File: config.mk
export PLATFORM = sky130hd
export DESIGN_NAME = uart_tx_top
export DESIGN_NICKNAME = d
export VERILOG_FILES = /design/src/rtl/uart_tx_pkg.sv /design/src/rtl/uart_tx_serializer.sv /design/src/rtl/uart_tx_top.sv
export SDC_FILE = /design/constraint.sdc
export NUM_CORES = 1
export LEC_CHECK = 0
export CORE_MARGIN = 4
export CORE_UTILIZATION = 51
export DETAILED_ROUTE_END_ITERATION = 12
export GPL_TIMING_DRIVEN = 0
export PLACE_DENSITY = 0.81
export SYNTH_ARGS = -nofsm -noshare
export SYNTH_HDL_FRONTEND = slang
export SYNTH_SLANG_ARGS = --single-unit
File: constraint.sdc
create_clock -name CLK_top -period 2.35 [get_ports CLK_top]
set_clock_uncertainty 0.15 [all_clocks]
set_input_delay 0.3525 -clock CLK_top [delete_from_list [all_inputs] [get_ports CLK_top]]
set_output_delay 0.3525 -clock CLK_top [all_outputs]
set_load 0.01 [all_outputs]
File: src/rtl/uart_tx_pkg.sv
// Shared types and constants for the UART transmitter.
// Optional feature macro used by this slice: UART_TX_STOP2_EN (two stop bits).
package uart_tx_pkg;

    // Frame-level FSM states
    typedef enum logic [2:0] {
        IDLE,
        START,
        DATA,
        PARITY,
        STOP
    } state_t;

    // Selects which source drives the serial line on the next edge
    typedef enum logic [1:0] {
        START_BIT,
        DATA_BIT,
        PAR_BIT,
        STOP_BIT
    } bit_sel_t;

    // Line levels for the framing bits; idle shares the stop level
    localparam logic START_BIT_VAL = 1'b0;
    localparam logic STOP_BIT_VAL  = 1'b1;

    // Width of a counter able to index every data bit (at least one bit)
    function automatic int unsigned cnt_width(input int unsigned n);
        return (n > 1) ? $clog2(n) : 1;
    endfunction

endpackage

File: src/rtl/uart_tx_serializer.sv
// Data path of the UART transmitter: holds the accepted word, walks a bit
// index across it LSB first and derives the parity bit from the held word.
// The frame FSM in uart_tx_top drives load/enable and watches done.
module uart_tx_serializer
    import uart_tx_pkg::*;
#(
    parameter int DATA_SIZE = 8
) (
    input  logic                 clk,
    input  logic                 rst_n,
    input  logic                 load,
    input  logic                 enable,
    input  logic [DATA_SIZE-1:0] word,
    input  logic                 par_typ,
    output logic                 serial_bit,
    output logic                 done,
    output logic                 parity
);

    localparam int unsigned CNT_W = cnt_width(DATA_SIZE);
    localparam logic [CNT_W-1:0] LAST = CNT_W'(DATA_SIZE - 1);

    logic [DATA_SIZE-1:0] data_reg;
    logic [CNT_W-1:0]     count;
    logic                 typ_reg;

    // Capture the word and parity type on accept; advance the bit index while shifting
    always_ff @(posedge clk or negedge rst_n) begin
        if (!rst_n) begin
            data_reg <= '0;
            typ_reg  <= 1'b0;
            count    <= '0;
        end else if (load) begin
            data_reg <= word;
            typ_reg  <= par_typ;
            count    <= '0;
        end else if (enable && (count != LAST)) begin
            count <= count + CNT_W'(1);
        end
    end

    // Current data bit, last-bit flag and parity of the held word
    always_comb begin
        serial_bit = data_reg[count];
        done       = (count == LAST);
        parity     = (^data_reg) ^ typ_reg;
    end

endmodule

File: src/rtl/uart_tx_top.sv
// UART transmitter top: frame FSM plus registered output mux.
// One bit per clock: start (0), DATA_SIZE_top data bits LSB first,
// optional parity bit, stop bit (1). Outputs lag the FSM state by one clock.
// Optional feature macro: UART_TX_STOP2_EN -- when defined the stop bit
// lasts two clocks and Busy_top covers both.
module uart_tx_top
    import uart_tx_pkg::*;
#(
    parameter int DATA_SIZE_top = 8
) (
    input  logic                     CLK_top,
    input  logic                     RST_top,
    input  logic [DATA_SIZE_top-1:0] P_DATA_top,
    input  logic                     Data_Valid_top,
    input  logic                     PAR_EN_top,
    input  logic                     PAR_TYP_top,
    output logic                     TX_OUT_top,
    output logic                     Busy_top
);

    state_t   state;
    bit_sel_t sel;
    logic     par_en_reg;
    logic     accept;
    logic     shift;
    logic     serial_bit;
    logic     data_done;
    logic     par_bit;
    logic     line_bit;
`ifdef UART_TX_STOP2_EN
    logic     stop_second;
`endif

    // Data path: word register, bit index and parity
    uart_tx_serializer #(
        .DATA_SIZE (DATA_SIZE_top)
    ) u_serializer (
        .clk        (CLK_top),
        .rst_n      (RST_top),
        .load       (accept),
        .enable     (shift),
        .word       (P_DATA_top),
        .par_typ    (PAR_TYP_top),
        .serial_bit (serial_bit),
        .done       (data_done),
        .parity     (par_bit)
    );

    // Strobes are only honoured in IDLE; the index advances only in DATA
    always_comb begin
        accept = (state == IDLE) && Data_Valid_top;
        shift  = (state == DATA);
    end

    // Map the current state to the source of the next line bit
    always_comb begin
        unique case (state)
            START:   sel = START_BIT;
            DATA:    sel = DATA_BIT;
            PARITY:  sel = PAR_BIT;
            default: sel = STOP_BIT;
        endcase
    end

    // Output mux; idle shares the stop level so the line rests high
    always_comb begin
        unique case (sel)
            START_BIT: line_bit = START_BIT_VAL;
            DATA_BIT:  line_bit = serial_bit;
            PAR_BIT:   line_bit = par_bit;
            default:   line_bit = STOP_BIT_VAL;
        endcase
    end

    // Frame FSM with registered line and busy outputs
    always_ff @(posedge CLK_top or negedge RST_top) begin
        if (!RST_top) begin
            state      <= IDLE;
            par_en_reg <= 1'b0;
            TX_OUT_top <= STOP_BIT_VAL;
            Busy_top   <= 1'b0;
`ifdef UART_TX_STOP2_EN
            stop_second <= 1'b0;
`endif
        end else begin
            TX_OUT_top <= line_bit;
            Busy_top   <= (state != IDLE);
            unique case (state)
                IDLE: begin
                    if (Data_Valid_top) begin
                        par_en_reg <= PAR_EN_top;
                        state      <= START;
                    end
                end
                START: begin
                    state <= DATA;
                end
                DATA: begin
                    if (data_done) begin
                        state <= par_en_reg ? PARITY : STOP;
                    end
                end
                PARITY: begin
                    state <= STOP;
                end
                STOP: begin
`ifdef UART_TX_STOP2_EN
                    // Stay one extra clock so the line carries two stop bits
                    if (stop_second) begin
                        stop_second <= 1'b0;
                        state       <= IDLE;
                    end else begin
                        stop_second <= 1'b1;
                    end
`else
                    state <= IDLE;
`endif
                end
                default: begin
                    state <= IDLE;
                end
            endcase
        end
    end

endmodule

==> summary.txt <==
Status
  – Status: finished, final reports clean

Floorplanning
  – Die area: 2520 µm²
  – Die Y: 50.2 µm
  – Die W: 50.2 µm
  – Starting Density: 0.570
  – Floorplan Core Area: 1590 µm²
  – I/O pin count: 15
  – FP Rows: 14

Clock tree
  – Root Buffer: clkbuf_4
  – CTS buffer count: 3
  – CTS sink cnt: 18
  – CTS Buffer Depth: 2
  – Clock edge transition at the registers on the reported setup and hold paths: 0.09 ns
  – Total setup buffers inserted after CTS: 0
  – CTS tree: yes
  – Cts hold-fix bufs: 0
  – CTS H-tree depth: 1
  – # resized after CTS: 0
  – Clock latency on the worst-skew pair: 0.28 ns

Power
  – Static Leak: 0.529 nW
  – Net Switching: 0.505 mW
  – Clock Power Share: 0.107
  – Combinational share of power: 0.487
  – Net Sw Frac: 0.361
  – Worst-case vdd ir drop: 0.000733 V
  – Pwr dens: 1270 nW/µm²
  – Int Pwr: 0.893 mW
  – Sequential share of power: 0.405

Routing
  – DRT Pass-1 Iters: 4
  – DRT antenna net count: 0
  – DRC errors left: 0
  – Via count: 649
  – WL final: 1540 µm
  – Drt via density: 4.84
  – Initial detailed-routing violation count: 11
  – WL/cell: 11.5 µm

Cells and area
  – Fill cells: 127
  – FF/Latch Area: 452 µm²
  – Design Area, Final: 1100 µm²
  – Post-Layout Cell Count: 134
  – Max FFs per register: 8
  – Fin util: 0.693
  – Area Growth Syn to Fin: 21.6%
  – Diode count: 0
  – Share of cells above drive strength 1: 0.0727
  – Multi-input logic area: 428 µm²
  – Nets: 126

STA
  – Worst hold slack: 0.358 ns
  – Unrepaired setup endpoints after global routing: no
  – Final-report setup violation count: 0
  – Min Clock Period, post-route: 1.83 ns
  – Worst slew margin: 0.475
  – Final TNS setup: 0 ns
  – Fmax: 548 MHz
  – Final hold vios: 0
  – Fin. max-slew vios: 0
  – Tcrit/Tclk final: 0.777
  – Worst slew pin tran: 0.786 ns

Worst setup path
  – Worst r2r src: u_serializer.count[0]$_DFFE_PN0P_
  – Crit end category: output pin
  – Reg2Reg Depth: 5
  – Crit path to: TX_OUT_top
  – CP bufs+invs: 1
  – Crit-path max FO: 1
  – Critical Path AT: 1.32 ns
  – Critical Path RT: 1.85 ns
  – Startpoint types: flop
  – Reg2reg end: u_serializer.count[0]$_DFFE_PN0P_
  – CP max stage delay: 0.52 ns
  – CP startpoint: TX_OUT_top$_DFF_PN1_
  – Top delay family on crit path: flip-flops
  – Slowest-stage cell, CP: dfstp_2
  – Crit path cell chain: clkdlybuf4s50_1
  – Number of cells on the critical path: 1
  – Setup Crit Path Kind: reg2out
  – Reg2Reg Setup Slack: 0.73 ns

Synthesis
  – #FFs+latches synth: 18
  – Syn Inst Count: 92
  – Yosys cell types: 24
  – Post-Syn Area: 908 µm²
  – Syn_area_per_cell: 9.87 µm²
  – Register area share after synthesis: 0.497
  – Post-synth net total: 107
  – Synth warnings: 0

Global routing
  – GRT Max-Usage Layer: met2
  – Global routing met1 resource utilization: 0.185
  – Largest net degree at the start of global routing: 19
  – Initial antenna violation count: 0
  – Total global routing overflow: 0
  – First-pass GRT wire length: 2680 µm
  – Number of global-route vias before repair: 630
  – Met3 Track Usage GR: 0.0296
  – Met2 usage: 0.217
  – GRT Util Overall: 0.140

Run
  – Maxcap violations: 0

Placement
  – Dpl hpwl: 1180 µm
  – Gpl congestion: 0.718
  – Placed cell count: 130
  – Placed Instance Area: 1080 µm²
  – PortBufs: 14

Hold path
  – Hold Crit Class: reg2reg
how the worst min path moves through the flow:
stage | from | endpoint | slack, ns | cells after the start
2_1_floorplan | RST_top | Busy_top$_DFF_PN0_ | -0.09 | 0
3_3_place_gp | u_serializer.typ_reg$_DFFE_PN0P_ | u_serializer.typ_reg$_DFFE_PN0P_ | 0.34 | 2
3_5_place_dp | u_serializer.typ_reg$_DFFE_PN0P_ | u_serializer.typ_reg$_DFFE_PN0P_ | 0.35 | 2
4_1_cts | u_serializer.typ_reg$_DFFE_PN0P_ | u_serializer.typ_reg$_DFFE_PN0P_ | 0.37 | 2
5_1_grt | u_serializer.data_reg[1]$_DFFE_PN0P_ | u_serializer.data_reg[1]$_DFFE_PN0P_ | 0.40 | 2
6_report | u_serializer.typ_reg$_DFFE_PN0P_ | u_serializer.typ_reg$_DFFE_PN0P_ | 0.36 | 2
synthesized netlist by cell type, drive strengths merged:
| cell type | count | area (µm²) |
|---|---|---|
| inv | 3 | 11.3 |
| nor3b | 1 | 7.51 |
| nor2 | 5 | 18.8 |
| nor4 | 1 | 21.3 |
| nand2b | 2 | 12.5 |
| ha | 2 | 25.0 |
| xor2 | 1 | 8.76 |
| and3 | 1 | 6.26 |
| nor3 | 2 | 10.0 |
| and2 | 1 | 6.26 |
| a21oi | 3 | 15.0 |
| nand2 | 34 | 128 |
| xnor2 | 5 | 43.8 |
| a211oi | 1 | 7.51 |
| a22o | 1 | 8.76 |
| a211o | 1 | 8.76 |
| dfstp | 1 | 26.3 |
| buf | 3 | 17.5 |
| dfrtp | 17 | 425 |
| mux2i | 1 | 10.0 |
| xnor3 | 1 | 22.5 |
| o21ai | 3 | 15.0 |
| mux4 | 2 | 52.6 |
logic make-up (layout without fill, tap and decap cells):
logic type,Yosys count,in the layout,share of synthesized area
compound gates,9,9,0.0606
xor+xnor,7,7,0.0826
fa+ha+maj,2,2,0.0275
buf+inv,6,24,0.0317
flops,18,18,0.497
mux,3,3,0.0689
simple gates,47,47,0.231
through the flow:
step	power, mW	setup slack [ns]
after floorplan	1.09	0.829
after global placement	1.23	0.753
after detailed placement	1.26	0.732
after CTS	1.42	0.508
after global routing	1.53	0.474
final	1.40	0.524
power groups by stage:
stage	Sequential [mW]	Clock, mW	Combinational, mW
finish	0.566	0.150	0.682
detailed placement	0.574	0	0.688
floorplan	0.556	0	0.536
global placement	0.568	0	0.667
CTS	0.567	0.159	0.692
global route	0.586	0.179	0.767
cell usage in the layout, fill, tap and decap left out, drive strengths merged, types with 2 or more instances in the layout:
cell / count
o21ai: 3
clkbuf: 4
inv: 3
a21oi: 3
nor3: 2
nand2: 34
buf: 3
nor2: 5
mux4: 2
dfrtp: 17
ha: 2
xnor2: 5
nand2b: 2
clkdlybuf4s50: 14
cell type report:
| cell class | instances | area share |
|---|---|---|
| plain buffers | 3 | 0.0159 |
| well taps | 24 | 0.0272 |
| inverters | 3 | 0.0102 |
| repair buffers | 14 | 0.127 |
| multi-input cells | 68 | 0.387 |
| flip-flops and latches | 18 | 0.409 |
| clock buffers | 4 | 0.0238 |
layer usage:
layer	share of wire	vias up
met5	0	-
met4	0.0078	0
met3	0.036	2
met2	0.46	9
met1	0.49	298
li1	-	340
No activity file was read; power rests on OpenSTA's default activity.
